<file path="src/rtl/pipe_stage_buf.sv">
// Pipeline stage register with a valid/ready handshake. It carries a control
// bundle and a data bundle between two stages, supports a synchronous flush,
// an optional second (skid) entry, and counts stalled output cycles.
//
//  state | meaning
//  EMPTY | no valid entry held, so out_ctrl reads as a NOP
//  ONE   | main register holds the head beat
//  TWO   | main holds the head beat and skid holds the next one (SKID=1 only)
module pipe_stage_buf #(
  parameter int CTRL_W = 16,
  parameter int DATA_W = 128,
  parameter int SKID   = 1,
  parameter int CNT_W  = 16
) (
  input  logic              clk,
  input  logic              rst,
  input  logic              flush,
  input  logic              in_valid,
  output logic              in_ready,
  input  logic [CTRL_W-1:0] in_ctrl,
  input  logic [DATA_W-1:0] in_data,
  output logic              out_valid,
  input  logic              out_ready,
  output logic [CTRL_W-1:0] out_ctrl,
  output logic [DATA_W-1:0] out_data,
  output logic [1:0]        occupancy,
  output logic [CNT_W-1:0]  stall_cnt
);

  typedef enum logic [1:0] {
    EMPTY = 2'd0,
    ONE   = 2'd1,
    TWO   = 2'd2
  } state_t;

  state_t              state, state_nxt;
  logic                main_valid, skid_valid;
  logic                in_hs, out_hs;
  logic                load_main_in, load_main_skid, load_skid;
  logic [CTRL_W-1:0]   main_ctrl, skid_ctrl;
  logic [DATA_W-1:0]   main_data, skid_data;

  assign main_valid = (state != EMPTY);
  assign skid_valid = (state == TWO);

  // With a skid entry, in_ready depends only on registered state, so it
  // breaks the combinational ready path. Without one, the single entry may
  // be refilled in the same cycle that the downstream consumes it.
  if (SKID != 0) begin : g_ready_skid
    assign in_ready = !skid_valid && !flush && !rst;
  end else begin : g_ready_single
    assign in_ready = (!main_valid || out_ready) && !flush && !rst;
  end

  assign in_hs  = in_valid && in_ready;
  assign out_hs = main_valid && out_ready;

  // Next-state and register load selects. A flush overrides everything.
  always_comb begin
    state_nxt      = state;
    load_main_in   = 1'b0;
    load_main_skid = 1'b0;
    load_skid      = 1'b0;
    case (state)
      EMPTY: begin
        if (in_hs) begin
          state_nxt    = ONE;
          load_main_in = 1'b1;
        end
      end
      ONE: begin
        if (in_hs && out_hs) begin
          load_main_in = 1'b1;
        end else if (in_hs) begin
          // Only reachable with SKID=1. The single-entry ready term
          // requires out_ready whenever main is valid.
          state_nxt = TWO;
          load_skid = 1'b1;
        end else if (out_hs) begin
          state_nxt = EMPTY;
        end
      end
      TWO: begin
        if (out_hs) begin
          state_nxt      = ONE;
          load_main_skid = 1'b1;
        end
      end
      default: state_nxt = EMPTY;
    endcase
    if (flush) begin
      state_nxt = EMPTY;
    end
  end

  // Occupancy state register.
  always_ff @(posedge clk or posedge rst) begin
    if (rst) begin
      state <= EMPTY;
    end else begin
      state <= state_nxt;
    end
  end

  // Main entry. It keeps its contents when drained, so out_data holds the
  // last beat until a flush or reset zeroes it.
  always_ff @(posedge clk or posedge rst) begin
    if (rst) begin
      main_ctrl <= '0;
      main_data <= '0;
    end else if (flush) begin
      main_ctrl <= '0;
      main_data <= '0;
    end else if (load_main_in) begin
      main_ctrl <= in_ctrl;
      main_data <= in_data;
    end else if (load_main_skid) begin
      main_ctrl <= skid_ctrl;
      main_data <= skid_data;
    end
  end

  // Skid entry. It catches the beat that was in flight when the stall began.
  always_ff @(posedge clk or posedge rst) begin
    if (rst) begin
      skid_ctrl <= '0;
      skid_data <= '0;
    end else if (flush) begin
      skid_ctrl <= '0;
      skid_data <= '0;
    end else if (load_skid) begin
      skid_ctrl <= in_ctrl;
      skid_data <= in_data;
    end
  end

  // Saturating stall counter. Only reset clears it; a flush does not.
  always_ff @(posedge clk or posedge rst) begin
    if (rst) begin
      stall_cnt <= '0;
    end else if (main_valid && !out_ready && (stall_cnt != {CNT_W{1'b1}})) begin
      stall_cnt <= stall_cnt + CNT_W'(1);
    end
  end

  // Occupancy is decoded from the registered state.
  always_comb begin
    occupancy = 2'd0;
    case (state)
      ONE:     occupancy = 2'd1;
      TWO:     occupancy = 2'd2;
      default: occupancy = 2'd0;
    endcase
  end

  assign out_valid = main_valid;
  assign out_ctrl  = main_valid ? main_ctrl : '0;
  assign out_data  = main_data;

endmodule

</file>
<file path="config.mk">
export PLATFORM = sky130hd
export DESIGN_NAME = pipe_stage_buf
export DESIGN_NICKNAME = d
export VERILOG_FILES = /design/src/rtl/pipe_stage_buf.sv
export SDC_FILE = /design/constraint.sdc
export NUM_CORES = 1
export LEC_CHECK = 0
export CORE_MARGIN = 2
export CORE_UTILIZATION = 40
export DETAILED_ROUTE_END_ITERATION = 8
export GPL_TIMING_DRIVEN = 0
export PLACE_DENSITY = 0.66
export SYNTH_ARGS = -nofsm -noshare
export SYNTH_HDL_FRONTEND = slang
export SYNTH_SLANG_ARGS = --single-unit
</file>
<file path="constraint.sdc">
create_clock -name clk -period 15.4 [get_ports clk]
set_input_delay 1.54 -clock clk [delete_from_list [all_inputs] [get_ports clk]]
set_output_delay 1.54 -clock clk [all_outputs]
set_load 0.01 [all_outputs]
</file>
---- Word-level counts from Yosys, hierarchy flattened ----
Index checks and enable logic that the tools add are counted.
word-level totals
  flip-flop bits (word level) ............. 306
  output and inout bits ................... 164
cells by class
  $add $sub $neg .......................... 1
  eq/ne operators ......................... 7
  multiplexer cells ....................... 26
  reduce and logical (&&, ||, !) cells .... 16
operator list
  kind                                                                      count
  128-bit 2-to-1 mux                                                        5
  16-bit 2-to-1 mux                                                         6
  16-bit by 1-bit adder with 16-bit output (second input constant)          1
  16-bit inequality test (second input constant)                            1
  2-bit 2-to-1 mux                                                          6
  1-bit logical AND                                                         7
  1-bit 2-to-1 mux                                                          6
  3-bit inequality test (second input constant)                             2
  2-bit case mux with 3 select lines                                        1
  1-bit zero test                                                           4
  4-bit inequality test (second input constant)                             1
  2-bit case mux with 2 select lines                                        1
  4-bit AND reduction                                                       1
  2-bit nonzero test                                                        2
  3-bit by 2-bit inequality test with 1-bit output (second input constant)  1
  3-bit nonzero test                                                        1
  2-bit by 1-bit equality test with 1-bit output (second input constant)    1
  2-bit equality test (second input constant)                               1
  2-bit zero test                                                           1
  1-bit case mux with 2 select lines                                        1

---- Longest topological paths before layout ----
Gate-level depths: netlist of run 1.
  word-level depth ........................ 10
  mapped depth ............................ 8
  gate-level depth less buffers ........... 5

---- Least setup slack after synthesis of run 1 ----
OpenSTA, ideal clock, no wires.
  kind .................................... input port to flip-flop
  from .................................... input rst
  to ...................................... register state[1]
  setup time .............................. 0.114 ns
  arrival ................................. 8.389 ns
  path slack .............................. 6.898 ns
  stages .................................. 3
  buffers on the path ..................... 0
  cell sequence ........................... inv_1 a31oi_1 nor3_1
between the ends
  longest elaborated chain between the ends .. 7
  elaborated cells between the ends (all ways) .. 12
  those cells by class .................... eq/ne: 3; mux: 4; reduce/logical: 5
RTL lines
  element                             RTL line  source
  start, declared                     16        input logic rst,
  1-bit zero test (no line) (*)       --
  1-bit logical AND (*)               50        assign in_ready = !skid_valid && !flush && !rst;
  1-bit logical AND (*)               55        assign in_hs = in_valid && in_ready;
  2-bit 2-to-1 mux                    74        end else if (in_hs) begin
  2-bit 2-to-1 mux                    72        if (in_hs && out_hs) begin
  2-bit case mux with 3 select lines  64        case (state)
  2-bit 2-to-1 mux                    91        if (flush) begin
  end signal, assigned                101       state <= state_nxt;
  end, declared                       36        state_t state, state_nxt;
Every way passes the cells marked *; elsewhere a longest branch is shown, timed or not. The select of a mux whose other input is x is not followed.
A chain may end at the register's enable or synchronous reset.

---- Worst setup path in the final report of run 1 ----
  from .................................... input flush
  to ...................................... output in_ready
between the ends
  longest elaborated chain between the ends .. 3
RTL lines
  element                         RTL line  source
  start, declared                 17        input logic flush,
  1-bit zero test                 50
  1-bit logical AND (2 in a row)  50
  end, declared                   19        output logic in_ready,
Every way passes these cells.

==> impl_metrics.json, run 1 <==
{
  "final_cell_mix": "nand2_1, clkdlybuf4s50_1, dfrtp_1",
  "synth_seq_area_share": 0.564,
  "antenna_found_initial": 3,
  "tightest_slew_ns": 0.841,
  "dp_hpwl_um": 26600,
  "fin_area_sq_um": 18600,
  "path_delay_family": "buffers and inverters",
  "place_area_sq_um": 17300,
  "worstPathRequired_ns": 13.86,
  "slew-limit-headroom": 0.439,
  "cts_buffer_depth": 3,
  "hold_path.class": "reg -> reg",
  "syn_area_per_cell_sq_um": 10.0,
  "setup_slack_ns": 10.58,
  "status": "complete, no violations",
  "crit_top_cell": "clkdlybuf4s50_1",
  "post_cts_buffers": 0,
  "wl_um": 38000,
  "place.port_buffers": 311,
  "grt_use_total": 0.215,
  "setup_violations": 0,
  "grt_pass1_vias": 11151,
  "setup_tns_ns": 0,
  "route.detailed.wl_per_inst_um": 17.4,
  "drtIter0Drc": 635,
  "grt_max_degree": 113,
  "final_layout_size_suffix_gt1_frac": 0.0600,
  "cts_tree": "built",
  "synth_nets": 1508,
  "die_h_um": 188,
  "ys_seq_elements": 306,
  "seq_area_sq_um": 7660,
  "synth_top_area_frac": 0.564,
  "worstSkewPairLatency_ns": 0.51,
  "drc": 0,
  "slew_violations": 0,
  "end_kind": "output port",
  "fin_skew_ns": 0.0163,
  "final_common_cell": "nand2_1",
  "final_nets": 1858,
  "synth_cells": 1358,
  "clock-sinks": 306,
  "dp_cells": 2119,
  "final_util": 0.555,
  "initial_core_util": 0.406,
  "finalPower_mw": 1.92,
  "synth_top_area_cell": "dfrtp_1",
  "hold_buffers": 0,
  "layout_min_cycle_time_ns": 4.82,
  "coreArea_sq_um": 33400,
  "area.growth.synth_to_final_pct": 36.7,
  "ys_dominant_reg_cell": "dfrtp_1",
  "path_cells": "clkdlybuf4s50_1 > clkbuf_1 > nor3_1 > clkdlybuf4s50_1",
  "rsz0062_at_grt": "no",
  "nFillCells": 2960,
  "die_area_sq_um": 35400,
  "path_class": "in -> out",
  "overflow": 0,
  "holdWs_ns": 0.471,
  "vias": 10800,
  "via_per_inst": 4.95,
  "grt_pass1_wl_um": 61600,
  "clock-root-buffer": "clkbuf_16",
  "clkTransAtPathRegs_ns": 0.06,
  "peakVddDrop_mv": 0.0608,
  "cpPeakStageDelay_ns": 0.59,
  "drv_cap": 0,
  "final-hold-violation-count": 0,
  "cp_max_fo": 10,
  "rows": 67,
  "cp_slowest_cell": "clkdlybuf4s50_1",
  "cp.buffers_inverters": 3,
  "powerDensity_nw_per_um2": 103,
  "yosysWarnings": 0,
  "ios": 313,
  "htreeDepth": 2,
  "synthArstFlopShare": 1.00,
  "synth.distinct_cells": 38,
  "layout.cells.non_filler": 2183,
  "synth-edff-count": 0,
  "power.leakage_nw": 8.33,
  "cts_resized": 0,
  "startpoint_type": "input pin",
  "worstPathArrival_ns": 3.28,
  "fp.dieW_um": 188,
  "ys_top_cells_by_area": "dfrtp_1, nand2_1, mux2i_1, nand3b_1, o21ai_0",
  "period_share": 0.313,
  "fmax_mhz": 207,
  "syn_area_sq_um": 13600,
  "post-place-ws_ns": 10.58,
  "gp_congestion": 0.795,
  "drt_first_pass_iters": 5,
  "numCtsBuffers": 35,
  "drtAntennaViolNets": 0,
  "multiInputGateArea_sq_um": 5470
}
[sequential cells by signal, summed over array words and instances, names as in the netlist]
| signal | count |
|---|---|
| state | 2 |
| stall_cnt | 16 |
| out_data | 128 |
| skid_data | 128 |
| skid_ctrl | 16 |
| main_ctrl | 16 |
[tightest hold or removal path, stage by stage, from the launching register on]
cell and delay (ns):
dfrtp_1 0.33, nand2_1 0.04, o21ai_0 0.06
[report_power, final]
part / switching [mW] / leakage, nW / internal, mW
Combinational: 0.0961 / 3.48 / 0.0946
Clock: 0.328 / 0.610 / 0.557
Sequential: 0.0175 / 4.24 / 0.824
Total: 0.442 / 8.33 / 1.48
[cell families (layout without fill, tap and decap cells)]
group	Yosys count	count (layout)	share of synthesized area
other	0	3	0
XOR/XNOR	15	15	0.00968
AO/OA/AOI/OAI	149	149	0.0570
multiplexers	146	146	0.108
flip-flops	306	306	0.564
AND/OR/NAND/NOR	640	640	0.227
adder cells (fa/ha/maj)	1	1	0.000921
buffers and inverters	101	475	0.0335
[cells in the mapped netlist, types with 4 or more instances]
| cell type | count |
|---|---|
| buf_1 | 7 |
| buf_2 | 26 |
| buf_4 | 9 |
| clkbuf_1 | 48 |
| clkbuf_2 | 8 |
| dfrtp_1 | 306 |
| mux2i_1 | 145 |
| nand2_1 | 436 |
| nand3_1 | 4 |
| nand3b_1 | 145 |
| nand4_1 | 4 |
| nor2_1 | 7 |
| nor2b_1 | 18 |
| nor3_1 | 8 |
| nor4_1 | 4 |
| o21ai_0 | 83 |
| o21ai_1 | 61 |
| xor2_1 | 12 |
[cell type report]
class                   count  share of cell area
flip-flops and latches    306               0.413
multi-input cells         951               0.295
repair buffers            313               0.171
clock buffers              54              0.0593
well taps                 448              0.0302
plain buffers              98              0.0239
clock inverters             7             0.00728
inverters                   3             0.00101
diodes                      3            0.000405
[final timing paths]
kind	startpoint	endpoint	slack, ns	depth (start not counted)
max	flush	in_ready	10.58	4
min	main_ctrl[13]	main_ctrl[13]	0.47	2
max reg2reg	state[0]	skid_ctrl[10]	12.80	7
min reg2reg	main_ctrl[13]	main_ctrl[13]	0.47	2
max in group asynchronous	rst	out_data[65]	12.70	3
min in group asynchronous	rst	state[1]	1.71	2
[layer usage]
layer / track usage / wire [um] / vias to the layer above
met4: 0.0706 / 980 / 0
li1: - / - / 5248
met1: 0.298 / 17400 / 5234
met3: 0.0494 / 2230 / 55
met5: 0 / 0 / -
met2: 0.335 / 17400 / 263
Note: power is estimated with default switching activity, not from simulation.
==> run 2, diff against run 1 <==
Settings changed: PLACE_DENSITY 0.66 to 0.69.
Clock period 15.4 ns to 4 ns, I/O delays scaled along.
==> run 2 against run 1 <==
  * Non-clock buffer count grew 6
  * Global-route usage up 0.39 points
  * Clock-buffer cell count down 3
  * Critical endpoint is now out_ctrl[13]
  * Clock power increased to 3.8 times the previous value
  * Wire length grew 1.7%
  * Hold slack worse by 0.28 ns
  * Flip-flop and latch count is the same
  * Largest cell class unchanged
==> impl_metrics.json, run 2 (synthesis gave the netlist of run 1 again) <==
{
  "numCtsBuffers": 36,
  "cts_resized": 0,
  "holdWs_ns": 0.193,
  "fin_skew_ns": 0.0166,
  "slew_violations": 0,
  "cts_buffer_depth": 3,
  "worstPathRequired_ns": 3.60,
  "period_share": 0.765,
  "initial_core_util": 0.406,
  "final_common_cell": "nand2_1",
  "wl_met2_um": 18100,
  "drc": 0,
  "clkTransAtPathRegs_ns": 0.06,
  "route.layer.met1.wl_um": 17100,
  "final_util": 0.557,
  "vias": 11070,
  "die_h_um": 188,
  "wl_met3_um": 2300,
  "path_class": "reg -> out",
  "grt_max_degree": 44,
  "status": "complete, no violations",
  "drt_first_pass_iters": 5,
  "ios": 313,
  "power.leakage_nw": 8.36,
  "powerDensity_nw_per_um2": 393,
  "area.growth.synth_to_final_pct": 37.2,
  "peakVddDrop_mv": 0.266,
  "gp_congestion": 0.784,
  "via_per_inst": 5.05,
  "end_kind": "output port",
  "overflow": 0,
  "final-hold-violation-count": 0,
  "rsz0062_at_grt": "no",
  "cts_tree": "built",
  "coreArea_sq_um": 33400,
  "highest_layer": "met5",
  "clock-root-buffer": "clkbuf_16",
  "slew-limit-headroom": 0.439,
  "grt_pass1_vias": 11422,
  "final_nets": 1865,
  "nFillCells": 2963,
  "final_cell_mix": "nand2_1, clkdlybuf4s50_1, dfrtp_1",
  "dp_cells": 2125,
  "drtAntennaViolNets": 0,
  "fp.dieW_um": 188,
  "startpoint_type": "flip-flop",
  "setup_tns_ns": 0,
  "drtIter0Drc": 616,
  "rows": 67,
  "grt_pass1_wl_um": 62300,
  "wl_um": 38700,
  "drv_cap": 0,
  "layout_min_cycle_time_ns": 3.06,
  "tightest_slew_ns": 0.841,
  "route.detailed.wl_per_inst_um": 17.6,
  "hold_path.class": "in -> reg",
  "r2r_slack_ns": 1.41,
  "hold_buffers": 0,
  "post_cts_buffers": 0,
  "die_area_sq_um": 35400,
  "antenna_found_initial": 6,
  "place.port_buffers": 311,
  "worstPathArrival_ns": 2.66,
  "dp_hpwl_um": 27300,
  "layout.cells.non_filler": 2193,
  "setup_violations": 0,
  "final_layout_size_suffix_gt1_frac": 0.0638,
  "clock-sinks": 306,
  "fmax_mhz": 327,
  "cp_max_fo": 10,
  "htreeDepth": 2,
  "worstSkewPairLatency_ns": 0.51,
  "grt_use_total": 0.219
}
-- run 2: per-stage QoR --
| step | cell area [sq um] | setup WS (ns) | total power, mW |
|---|---|---|---|
| after floorplan | 13600 | -1.46 | 3.61 |
| after global placement | 17300 | -4.30 | 4.03 |
| after detailed placement | 17400 | 0.806 | 4.05 |
| after CTS | 18600 | 0.817 | 7.40 |
| after global routing | 18600 | 0.730 | 7.58 |
| final | 18600 | 0.940 | 7.32 |
-- run 2: worst paths after layout --
path / depth (start not counted) / to / from
max reg2reg: 7 / skid_ctrl[10] / state[0]
min: 2 / state[1] / out_ready
max: 4 / out_ctrl[13] / state[1]
min in group asynchronous: 2 / out_data[84] / rst
max in group asynchronous: 5 / out_data[32] / rst
min reg2reg: 2 / main_ctrl[14] / main_ctrl[14]
-- run 2: routing by layer --
layer,vias up,GRT usage
li1,5267,-
met1,5419,0.294
met2,304,0.351
met3,78,0.0477
met4,2,0.0790
met5,-,0
-- run 2: power by group --
group | switching (mW) | total [mW] | internal, mW
Combinational | 0.374 | 0.748 | 0.374
Clock | 1.29 | 3.33 | 2.04
Sequential | 0.0670 | 3.24 | 3.17
Total | 1.73 | 7.32 | 5.59
-- run 2: layout make-up --
type                       instances  area, sq um  share of cell area
timing repair buffer             319         3270               0.176
multi-input combinational        951         5470               0.293
inverter                           3         15.0            0.000806
antenna                            6         15.0            0.000806
sequential                       306         7660               0.411
clock buffer                      51         1060              0.0568
clock inverter                    11          141             0.00759
tap                              448          561              0.0301
buffer                            98          444              0.0238
-- run 2: critical path: stages, from the launching register on --
cell             delay, ns
dfrtp_1               0.46
nor2_1                0.54
clkbuf_1              0.50
nor2b_1               0.10
clkdlybuf4s50_1       0.55
